### src/rtl/uart_encoder.sv
// UART transmitter: a 4-entry byte FIFO feeds a start/data/parity/stop serializer.
// The serializer runs back-to-back frames whenever the FIFO still holds bytes at the end of a stop bit.
module uart_encoder #(
    parameter int CLKS_PER_BIT = 868,
    parameter int STOP_BITS    = 1,
    parameter int PARITY_EN    = 0
) (
    input  logic       clk,
    input  logic       rst_n,
    input  logic [7:0] tx_data,
    input  logic       tx_valid,
    output logic       tx_ready,
    output logic       uart_tx,
    output logic       busy,
    output logic [2:0] fifo_count
);
    typedef enum logic [2:0] {
        IDLE   = 3'd0,
        START  = 3'd1,
        DATA   = 3'd2,
        PARITY = 3'd3,
        STOP   = 3'd4
    } state_t;

    // 17 bits covers the longest stop period (2 * 65535 clocks).
    localparam logic [16:0] BIT_RELOAD  = 17'(CLKS_PER_BIT - 1);
    localparam logic [16:0] STOP_RELOAD = 17'(STOP_BITS * CLKS_PER_BIT - 1);

    function automatic logic even_parity(input logic [7:0] d);
        return ^d;
    endfunction

    state_t      state_r;
    logic [7:0]  fifo_mem_r [4];
    logic [1:0]  wr_ptr_r;
    logic [1:0]  rd_ptr_r;
    logic [2:0]  count_r;
    logic [16:0] bit_cnt_r;
    logic [2:0]  bit_idx_r;
    logic [7:0]  shift_r;
    logic        parity_r;
    logic        tx_r;
    logic        push_s;
    logic        pop_s;
    logic [7:0]  head_s;

    assign tx_ready   = (count_r != 3'd4);
    assign fifo_count = count_r;
    assign uart_tx    = tx_r;
    assign busy       = (state_r != IDLE) || (count_r != 3'd0);
    assign push_s     = tx_valid && (count_r != 3'd4);
    assign head_s     = fifo_mem_r[rd_ptr_r];

    // Pop when idle, or at the last clock of the stop period so the next frame follows without a gap.
    always_comb begin
        pop_s = 1'b0;
        if (count_r != 3'd0) begin
            if (state_r == IDLE) begin
                pop_s = 1'b1;
            end else if ((state_r == STOP) && (bit_cnt_r == 17'd0)) begin
                pop_s = 1'b1;
            end else begin
                pop_s = 1'b0;
            end
        end else begin
            pop_s = 1'b0;
        end
    end

    // FIFO storage, pointers and occupancy.
    always_ff @(posedge clk or negedge rst_n) begin
        if (!rst_n) begin
            wr_ptr_r <= 2'd0;
            rd_ptr_r <= 2'd0;
            count_r  <= 3'd0;
            for (int i = 0; i < 4; i++) begin
                fifo_mem_r[i] <= 8'h00;
            end
        end else begin
            if (push_s) begin
                fifo_mem_r[wr_ptr_r] <= tx_data;
                wr_ptr_r             <= wr_ptr_r + 2'd1;
            end
            if (pop_s) begin
                rd_ptr_r <= rd_ptr_r + 2'd1;
            end
            case ({push_s, pop_s})
                2'b10:   count_r <= count_r + 3'd1;
                2'b01:   count_r <= count_r - 3'd1;
                default: count_r <= count_r;
            endcase
        end
    end

    // Frame serializer; uart_tx is registered and driven with each bit as its period begins.
    always_ff @(posedge clk or negedge rst_n) begin
        if (!rst_n) begin
            state_r   <= IDLE;
            tx_r      <= 1'b1;
            bit_cnt_r <= 17'd0;
            bit_idx_r <= 3'd0;
            shift_r   <= 8'h00;
            parity_r  <= 1'b0;
        end else begin
            case (state_r)
                IDLE: begin
                    if (pop_s) begin
                        shift_r   <= head_s;
                        parity_r  <= even_parity(head_s);
                        tx_r      <= 1'b0;
                        bit_cnt_r <= BIT_RELOAD;
                        state_r   <= START;
                    end else begin
                        tx_r <= 1'b1;
                    end
                end
                START: begin
                    if (bit_cnt_r == 17'd0) begin
                        tx_r      <= shift_r[0];
                        shift_r   <= {1'b0, shift_r[7:1]};
                        bit_idx_r <= 3'd0;
                        bit_cnt_r <= BIT_RELOAD;
                        state_r   <= DATA;
                    end else begin
                        bit_cnt_r <= bit_cnt_r - 17'd1;
                    end
                end
                DATA: begin
                    if (bit_cnt_r == 17'd0) begin
                        if (bit_idx_r == 3'd7) begin
                            if (PARITY_EN != 0) begin
                                tx_r      <= parity_r;
                                bit_cnt_r <= BIT_RELOAD;
                                state_r   <= PARITY;
                            end else begin
                                tx_r      <= 1'b1;
                                bit_cnt_r <= STOP_RELOAD;
                                state_r   <= STOP;
                            end
                        end else begin
                            tx_r      <= shift_r[0];
                            shift_r   <= {1'b0, shift_r[7:1]};
                            bit_idx_r <= bit_idx_r + 3'd1;
                            bit_cnt_r <= BIT_RELOAD;
                        end
                    end else begin
                        bit_cnt_r <= bit_cnt_r - 17'd1;
                    end
                end
                PARITY: begin
                    if (bit_cnt_r == 17'd0) begin
                        tx_r      <= 1'b1;
                        bit_cnt_r <= STOP_RELOAD;
                        state_r   <= STOP;
                    end else begin
                        bit_cnt_r <= bit_cnt_r - 17'd1;
                    end
                end
                STOP: begin
                    if (bit_cnt_r == 17'd0) begin
                        if (pop_s) begin
                            shift_r   <= head_s;
                            parity_r  <= even_parity(head_s);
                            tx_r      <= 1'b0;
                            bit_cnt_r <= BIT_RELOAD;
                            state_r   <= START;
                        end else begin
                            tx_r    <= 1'b1;
                            state_r <= IDLE;
                        end
                    end else begin
                        bit_cnt_r <= bit_cnt_r - 17'd1;
                    end
                end
                default: begin
                    tx_r    <= 1'b1;
                    state_r <= IDLE;
                end
            endcase
        end
    end
endmodule

### config.mk
export PLATFORM = sky130hd
export DESIGN_NAME = uart_encoder
export DESIGN_NICKNAME = d
export VERILOG_FILES = /design/src/rtl/uart_encoder.sv
export SDC_FILE = /design/constraint.sdc
export NUM_CORES = 1
export LEC_CHECK = 0
export CAP_MARGIN = 20
export CORE_ASPECT_RATIO = 0.75
export CORE_MARGIN = 2
export CORE_UTILIZATION = 40
export CTS_CLUSTER_DIAMETER = 80
export DETAILED_ROUTE_END_ITERATION = 10
export PLACE_DENSITY = 0.55
export SKIP_CTS_REPAIR_TIMING = 1
export SLEW_MARGIN = 5
export SYNTH_ARGS = -nofsm -noshare
export SYNTH_HDL_FRONTEND = slang
export SYNTH_SLANG_ARGS = --single-unit
### constraint.sdc
create_clock -name clk -period 2.4 [get_ports clk]
set_input_delay 0.72 -clock clk [delete_from_list [all_inputs] [get_ports clk]]
set_output_delay 0.72 -clock clk [all_outputs]
set_load 0.1 [all_outputs]
After elaboration in Yosys (flattened, before gate mapping)
Index checks and enable logic that the tools add are counted.

Flip-flop bits (word level): 71. Input port bits: 11. Output and inout port bits: 6.

Add/subtract/negate cells: 6. Order comparisons: 3. Eq/ne operators: 15. Mux-type cells: 39. Bitwise gates (word level): 2. Reduce and logical (&&, ||, !) cells: 17.

Operator list (count): 8-bit 2-to-1 mux (8); 17-bit 2-to-1 mux (3); 17-bit one-hot mux with 3 select lines (1); 32-bit bitwise mux (1); 8-bit one-hot mux with 4 select lines (1); 3-bit 2-to-1 mux (9); 17-bit zero test (1); 17-bit by 1-bit subtractor with 17-bit output (second input constant) (1); 8-bit binary-select mux with 2-bit select (1); 8-bit demux with 2-bit select (1); 3-bit one-hot mux with 5 select lines (1); 2-bit != test (second input constant) (6); 3-bit one-hot mux with 2 select lines (2); 1-bit 2-to-1 mux (10); 3-bit nonzero test (3); 4-bit AND reduction (2); 3-bit by 1-bit adder with 3-bit output (second input constant) (2); 3-bit by 2-bit == test with 1-bit output (second input constant) (2); 3-bit == test (second input constant) (2); 3-bit >= comparator (second input constant) (2); 2-bit inverter with 3-bit output (2); 6-bit AND reduction (1); 1-bit one-hot mux with 5 select lines (1); 5-bit AND reduction (1); other kinds (14) (18).

Longest topological paths before layout
Gate-level depths: netlist of the first run.

Word-level depth: 8. Gate-level depth with buffers: 11. Depth with buffers taken out: 11.

Worst setup path before layout of the first run
Ideal clock, no wire load.

Path type: flip-flop to flip-flop. From: register count_r[2] (netlist: fifo_count[2]). To: register count_r[2] (netlist: fifo_count[2]). Arrival time: 3.561 ns. Path slack: -1.324 ns. Cell stages (with the launch flop): 11. Path buffers: 1. Cells stage by stage: dfrtp_1 > nand3_1 > and2_1 > clkbuf_1 > inv_1 > ha_1 > inv_1 > fa_1 > xor2_1 > nor2_1 > xor2_1.

Word-level cells in the longest chain between the ends: 4. Elaborated cells on any way between the ends: 10.

RTL lines: start, declared (RTL line 37) `logic [2:0] count_r;`; start signal, assigned (RTL line 88) `2'b10: count_r <= count_r + 3'd1;`; start signal, assigned (RTL line 89) `2'b01: count_r <= count_r - 3'd1;`; start signal, assigned (RTL line 90) `default: count_r <= count_r;`; 3-bit != test *; net tx_ready (RTL line 12) `output logic tx_ready,`; 1-bit logical AND * (RTL line 51) `assign push_s = tx_valid && (count_r != 3'd4);`; 2-bit by 1-bit == test with 1-bit output or 2-bit == test (tied branches) (RTL line 87) `case ({push_s, pop_s})`; 3-bit one-hot mux with 2 select lines or 2-bit nonzero test (tied branches).

Mark *: on every way through the listed nets, which the timed path passes. The rest lies on a longest branch. A chain may end at the register's enable or synchronous reset.

Final worst setup path of the first run
From: register bit_cnt_r[9]. To: register count_r[2] (netlist: fifo_count[2]).

Word-level cells in the longest chain between the ends: 7. Elaborated cells on any way between the ends: 9.

RTL lines: start, declared (RTL line 38) `logic [16:0] bit_cnt_r;`; start signal, assigned (RTL line 125) `bit_cnt_r <= bit_cnt_r - 17'd1;`; start signal, assigned (RTL line 147) `bit_cnt_r <= bit_cnt_r - 17'd1;`; start signal, assigned (RTL line 156) `bit_cnt_r <= bit_cnt_r - 17'd1;`; 17-bit zero test * (RTL line 60) `end else if ((state_r == STOP) && (bit_cnt_r == 17'd0)) begin`; 1-bit logical AND * (RTL line 60); 1-bit 2-to-1 mux * (RTL line 60); 1-bit 2-to-1 mux * (RTL line 58) `if (state_r == IDLE) begin`; 1-bit 2-to-1 mux * (RTL line 57) `if (count_r != 3'd0) begin`; net pop_s (RTL line 44) `logic pop_s;`; 2-bit by 1-bit == test with 1-bit output or 2-bit == test (tied branches) (RTL line 87); 3-bit one-hot mux with 2 select lines or 2-bit nonzero test (tied branches).

Marks and branches as above.

==> results of run 1 <==
## cell families (layout without fill, tap and decap cells)
logic type / after synthesis / count (layout) / share of synthesized area, %
flops: 71 / 71 / 49.8
compound gates: 52 / 52 / 9.28
xor+xnor: 7 / 7 / 1.72
buf+inv: 19 / 77 / 2.03
simple gates: 89 / 89 / 13.3
fa+ha+maj: 10 / 10 / 3.71
mux: 56 / 56 / 20.2
## power by group
group	switching [mW]	internal, mW
logic	1.24	1.29
clock network	0.489	0.853
registers	0.372	1.72
## final cells by class
| class | count | area (sq um) | share of cell area (%) |
|---|---|---|---|
| clock inverter | 3 | 42.5 | 0.935 |
| clock buffer | 12 | 256 | 5.63 |
| tap | 108 | 135 | 2.97 |
| multi-input combinational | 214 | 1780 | 39.0 |
| timing repair buffer | 52 | 510 | 11.2 |
| inverter | 10 | 42.5 | 0.935 |
| sequential | 71 | 1790 | 39.3 |
## worst max-delay path, delay by kind of cell, from the launching register on
family,cells,cell delay (ns)
adder cells (fa/ha/maj),2,0.53
AND/OR/NAND/NOR,3,0.60
AO/OA/AOI/OAI,1,0.16
XOR/XNOR,2,0.32
flip-flops,1,0.42
buffers and inverters,2,0.23
## cells in the mapped netlist, types with 2 or more instances
| cell type | number | area share (%) |
|---|---|---|
| nor4_1 | 4 | 0.70 |
| nor3_1 | 10 | 1.4 |
| mux2_2 | 47 | 15 |
| a31oi_1 | 4 | 0.70 |
| nand4_1 | 2 | 0.35 |
| o21a_1 | 2 | 0.42 |
| inv_1 | 10 | 1.1 |
| a211oi_1 | 3 | 0.63 |
| xnor2_1 | 4 | 0.98 |
| nand2b_1 | 3 | 0.53 |
| nand3_1 | 5 | 0.70 |
| o211ai_1 | 2 | 0.42 |
| a21oi_1 | 14 | 2.0 |
| or4_4 | 2 | 0.63 |
| o21ai_0 | 15 | 2.1 |
| clkbuf_1 | 8 | 0.84 |
| nor4_2 | 2 | 0.70 |
| a21o_1 | 2 | 0.42 |
| or2_2 | 2 | 0.35 |
| nor2_1 | 13 | 1.4 |
| o22ai_1 | 2 | 0.35 |
| nand2_1 | 29 | 3.0 |
| or3_1 | 8 | 1.4 |
| dfrtp_1 | 70 | 49 |
| ha_1 | 9 | 3.2 |
| mux4_2 | 8 | 5.0 |
| xor2_1 | 3 | 0.74 |
## metal layers
layer	global-route usage [%]	share of wire, %	vias to the layer above
met1	26.3	52	1236
met2	24.6	42	39
li1	-	-	1220
met5	0	0	-
met4	6.43	1.5	0
met3	4.52	4.2	11
## through the flow
stage | setup TNS [ns] | cells | util [%]
6_report | 0 | 470 | 53.2
4_1_cts | -0.0585 | 468 | 52.6
2_1_floorplan | -0.165 | 304 | -
5_1_grt | -0.0534 | 470 | 53.2
3_3_place_gp | 0 | 453 | 49.1
3_5_place_dp | -0.0722 | 453 | 49.1
## path summary, 6_finish.rpt
kind / startpoint / end / slack [ns] / cells after the start
max reg2reg: bit_cnt_r[9] / fifo_count[2] / 0.07 / 10
min reg2reg: bit_idx_r[1] / bit_idx_r[1] / 0.47 / 2
min in group clk: bit_idx_r[1] / bit_idx_r[1] / 0.47 / 2
max in group asynchronous: rst_n / fifo_count[1] / 1.65 / 2
max: bit_cnt_r[9] / fifo_count[2] / 0.07 / 10
min: rst_n / bit_cnt_r[14] / 0.40 / 2
## flip-flops by register name, summed over array words and instances (netlist names)
signal / count
bit_cnt_r: 17
state_r: 3
uart_tx: 1
wr_ptr_r: 2
fifo_count: 3
bit_idx_r: 3
shift_r: 8
rd_ptr_r: 2
fifo_mem_r: 32
==> results.sh, run 1 <==
export IMPL_route_final_wire_length_um=7480
export IMPL_fin_worst_skew_ns=0.00358
export IMPL_first_pass_iters=4
export IMPL_library_cell_appearing_most_often_on_the_critical_path="xor2_1"
export IMPL_synth_cell_type_count=48
export IMPL_skew_pair_late_insertion_delay_ns=0.33
export IMPL_critical_path_endpoint_type="flip-flop"
export IMPL_leakage_nw=2.01
export IMPL_first_global_vias=2521
export IMPL_max_stage_delay_ns=0.42
export IMPL_cts_htree_levels=3
export IMPL_grt_setup_unrepaired="yes"
export IMPL_cts_root_buf="clkbuf_16"
export IMPL_report_power_total_mw=5.97
export IMPL_globalplace_congestion=0.797
export IMPL_clk_pin_slew_ns=0.06
export IMPL_critical_path_startpoint_type="flip-flop"
export IMPL_layout_cells_most_common_list="67 x dfrtp_1, 47 x mux2_2, 34 x buf_4"
export IMPL_placement_setup_worst_slack_ns=-0.0722
export IMPL_nets=379
export IMPL_path_cells="nor4_1, buf_4, a41oi_2, nor2_4, ha_4, inv_1, fa_1, xor2_1, nor2_1, xor2_1"
export IMPL_chipHeight_um=85.8
export IMPL_final_design_area_no_fill_sq_um=4550
export IMPL_run_status="finished, final reports clean"
export IMPL_antenna_found_initial=0
export IMPL_max_cap_viol_count=0
export IMPL_std_cell_rows=29
export IMPL_criticalPathCategory="reg2reg"
export IMPL_design_die_area_sq_um=9710
export IMPL_synth_seq_area_share_pct=49.8
export IMPL_route_vias_total=2506
export IMPL_layout_drive_gt1_share_pct=38.1
export IMPL_gr_total_overflow=0
export IMPL_yosysWarningCount=0
export IMPL_final_critical_path_time_including_i_o_delays_and_setup_ns=2.33
export IMPL_synth_avg_cell_area_sq_um=11.7
export IMPL_initial_utilization_pct=41.7
export IMPL_ant_nets=0
export IMPL_max_freq_mhz=430
export IMPL_critical_path_max_fanout=5
export IMPL_worst_path_max_delay_cell="dfrtp_1"
export IMPL_timing_max_transition_violations_final=0
export IMPL_detailedRoute_firstIterationViolations=123
export IMPL_wl_per_cell_um=15.9
export IMPL_final_hold_violation_count=0
export IMPL_timing_critical_path_required_ns=2.65
export IMPL_detail_route_drc_violations=0
export IMPL_final_critical_path_setup_slack_ns=0.0722
export IMPL_route_detailed_vias_per_inst=5.33
export IMPL_postSynth_asyncResetShare_pct=100
export IMPL_synth_edff_count=0
export IMPL_postPlaceCellArea_sq_um=4210
export IMPL_synthesis_instances=304
export IMPL_hpwl_after_detailed_placement_um=5280
export IMPL_power_per_cell_area_nw_per_um2=1310
export IMPL_boundaryPins=17
export IMPL_fin_crit_sh_pct=97.0
export IMPL_class_of_the_worst_hold_path="in2async"
export IMPL_io_buffers=16
export IMPL_worst_ep_arrival_time_ns=2.58
export IMPL_cts_tree="yes"
export IMPL_layout_cells_most_common="dfrtp_1"
export IMPL_whs_ns=0.399
export IMPL_finalSetupViolCount=0
export IMPL_layout_area_overhead_vs_synth_pct=27.5
export IMPL_die_width_um=113
export IMPL_grt_pass1_wl_um=13000
export IMPL_num_cts_buffers=9
export IMPL_synthesized_net_count=325
export IMPL_antenna_cells=0
export IMPL_ir_drop_uv=914
export IMPL_coreArea_sq_um=8560
export IMPL_worst_slew_pin_slew_ns=0.536
export IMPL_cts_path_max_buffers=2
export IMPL_dominantRegCellSynth="dfrtp_1"
export IMPL_grt_use_total_pct=17.6
export IMPL_fillers=756
export IMPL_ys_seq_elements=71
export IMPL_cts_sinks=71
export IMPL_synth_area_sq_um=3570
export IMPL_relSlewSlack_pct=64.0
export IMPL_largest_net_degree_at_the_start_of_global_routing=72
No activity file was read; power rests on OpenSTA's default activity.
==> inputs of run 2 (changes only) <==
--- a/config.mk
+++ b/config.mk
@@ -6,12 +6,12 @@
 export NUM_CORES = 1
 export LEC_CHECK = 0
 export CAP_MARGIN = 20
-export CORE_ASPECT_RATIO = 0.75
+export CORE_ASPECT_RATIO = 0.9
 export CORE_MARGIN = 2
-export CORE_UTILIZATION = 40
+export CORE_UTILIZATION = 54
 export CTS_CLUSTER_DIAMETER = 80
 export DETAILED_ROUTE_END_ITERATION = 10
-export PLACE_DENSITY = 0.55
+export PLACE_DENSITY = 0.71
 export SKIP_CTS_REPAIR_TIMING = 1
 export SLEW_MARGIN = 5
 export SYNTH_ARGS = -nofsm -noshare
==> run 2 against run 1 <==
- utilization is 15 points higher
- final cell count shrank 5.5%
- critical path type unchanged
- non-clock buffer count decreased by 9
- clock power is 18% lower
- critical endpoint unchanged
==> results.sh, run 2 (synthesis gave the netlist of run 1 again) <==
export IMPL_cts_tree="yes"
export IMPL_num_cts_buffers=9
export IMPL_layout_cells_most_common_list="67 x dfrtp_1, 47 x mux2_2, 29 x nand2_1"
export IMPL_critical_path_endpoint_type="flip-flop"
export IMPL_critical_path_startpoint_type="flip-flop"
export IMPL_max_stage_delay_ns=0.41
export IMPL_finalNonFillerCells=444
export IMPL_boundaryPins=17
export IMPL_run_status="finished, final reports clean"
export IMPL_setup_tns_final_ns=0
export IMPL_first_pass_iters=4
export IMPL_grt_use_total_pct=21.5
export IMPL_cts_path_max_buffers=2
export IMPL_initial_utilization_pct=55.1
export IMPL_timing_max_transition_violations_final=0
export IMPL_cts_sinks=71
export IMPL_report_power_total_mw=5.69
export IMPL_relSlewSlack_pct=66.2
export IMPL_std_cell_rows=28
export IMPL_finalSetupViolCount=0
export IMPL_internal_cell_power_mw=3.58
export IMPL_max_cap_viol_count=0
export IMPL_worst_ep_arrival_time_ns=2.62
export IMPL_met2_wirelength_um=3320
export IMPL_met3_routed_length_um=282
export IMPL_cp_num_buf_inv=2
export IMPL_fin_crit_sh_pct=97.9
export IMPL_top_layer="met4"
export IMPL_path_cells="inv_2, ha_1, nor4b_4, a41oi_2, nor2_4, ha_4, inv_1, fa_1, xor2_1, nor2_1, xor2_1"
export IMPL_ir_drop_uv=1060
export IMPL_worst_r2r_cell_count=11
export IMPL_finish_utilization_pct=67.7
export IMPL_power_frac_seq_pct=37.3
export IMPL_first_global_vias=2496
export IMPL_globalplace_congestion=0.898
export IMPL_nets=370
export IMPL_leakage_nw=1.92
export IMPL_layout_drive_gt1_share_pct=37.0
export IMPL_antenna_found_initial=0
export IMPL_gr_total_overflow=0
export IMPL_timing_critical_path_required_ns=2.67
export IMPL_antenna_cells=0
export IMPL_io_buffers=16
export IMPL_chipHeight_um=81.1
export IMPL_wl_per_cell_um=16.5
export IMPL_power_switching_mw=2.11
export IMPL_dpl_cell_count=427
export IMPL_route_detailed_vias_per_inst=5.70
export IMPL_cpLargestDelayFamily="adder cells"
export IMPL_grt_pass1_wl_um=12300
export IMPL_detail_route_wirelength_met1_um=3600
export IMPL_design_die_area_sq_um=7280
export IMPL_ant_nets=0
export IMPL_critical_path_max_fanout=3
export IMPL_detailedRoute_firstIterationViolations=113
export IMPL_layout_area_overhead_vs_synth_pct=22.8
export IMPL_switching_share_pct=37.1
export IMPL_worst_path_max_delay_cell="dfrtp_1"
export IMPL_largest_register_ffs=32
export IMPL_fin_worst_skew_ns=0.0107
export IMPL_max_freq_mhz=426
export IMPL_hpwl_after_detailed_placement_um=5090
export IMPL_skew_pair_late_insertion_delay_ns=0.36
export IMPL_grt_setup_unrepaired="yes"
export IMPL_class_of_the_worst_hold_path="in2async"
export IMPL_cts_root_buf="clkbuf_8"
export IMPL_final_critical_path_time_including_i_o_delays_and_setup_ns=2.35
export IMPL_detail_route_drc_violations=0
export IMPL_layout_cells_most_common="dfrtp_1"
export IMPL_largest_net_degree_at_the_start_of_global_routing=45
export IMPL_clk_pin_slew_ns=0.08
export IMPL_register_with_the_highest_flop_count="fifo_mem_r"
export IMPL_power_per_cell_area_nw_per_um2=1300
export IMPL_final_hold_violation_count=0
export IMPL_comb_power_share_pct=43.4
export IMPL_cts_htree_levels=3
export IMPL_critical_path_cell_count=11
export IMPL_coreArea_sq_um=6480
export IMPL_die_width_um=89.7
export IMPL_power_clock_fraction_pct=19.3
export IMPL_library_cell_appearing_most_often_on_the_critical_path="xor2_1"
export IMPL_route_final_wire_length_um=7330
export IMPL_criticalPathCategory="reg2reg"
export IMPL_worst_slew_pin_slew_ns=0.503
export IMPL_reg_largest_list="fifo_mem_r (32), bit_cnt_r (17), shift_r (8)"
export IMPL_route_vias_total=2529
[run 2: power groups by stage]
| stage | Combinational [mW] | Sequential, mW | Clock [mW] |
|---|---|---|---|
| 4_1_cts | 2.44 | 2.10 | 1.11 |
| 3_5_place_dp | 2.42 | 2.12 | 0 |
| 2_1_floorplan | 1.50 | 2.26 | 0 |
| 3_3_place_gp | 2.37 | 2.09 | 0 |
| 5_1_grt | 2.67 | 2.18 | 1.17 |
| 6_report | 2.47 | 2.12 | 1.10 |
[run 2: routing by layer]
metal / GRT usage (%) / vias to the layer above
li1: - / 1208
met1: 30.6 / 1261
met2: 33.0 / 45
met3: 5.57 / 15
met4: 6.77 / 0
met5: 0 / -
[run 2: cell type report]
class | count | area (sq um)
Inverter | 10 | 42.5
Multi-Input combinational cell | 214 | 1780
Timing Repair Buffer | 43 | 430
Clock buffer | 10 | 138
Fill cell | 497 | 2090
Sequential cell | 71 | 1790
Tap cell | 90 | 113
Clock inverter | 6 | 92.6
[run 2: worst paths after layout]
kind | start | endpoint | slack [ns]
worst min register to register | bit_idx_r[2] | bit_idx_r[2] | 0.48
min in group clk | bit_idx_r[2] | bit_idx_r[2] | 0.48
worst min-delay path | rst_n | bit_cnt_r[9] | 0.25
worst max-delay path | bit_cnt_r[0] | fifo_count[2] | 0.05
max in group asynchronous | rst_n | uart_tx | 1.56
worst max register to register | bit_cnt_r[0] | fifo_count[2] | 0.05
[run 2: through the flow]
| stage | setup slack, ns | instance area [sq um] | hold slack (ns) |
|---|---|---|---|
| after CTS | -0.0724 | 4340 | 0.266 |
| after global routing | -0.125 | 4390 | 0.276 |
| final | 0.0498 | 4390 | 0.254 |
| after detailed placement | -0.0169 | 4110 | 0.464 |
| after global placement | 0.0157 | 4110 | 0.462 |
| after floorplan | -0.165 | 3610 | 0.424 |
==> inputs of run 3 (changes only) <==
--- a/config.mk
+++ b/config.mk
@@ -13,7 +13,7 @@
 export DETAILED_ROUTE_END_ITERATION = 10
 export PLACE_DENSITY = 0.71
 export SKIP_CTS_REPAIR_TIMING = 1
-export SLEW_MARGIN = 5
+export SLEW_MARGIN = 0
 export SYNTH_ARGS = -nofsm -noshare
 export SYNTH_HDL_FRONTEND = slang
 export SYNTH_SLANG_ARGS = --single-unit
==> results of run 3 <==
Same layout as run 2: the final DEF is identical, and so are final timing and power.
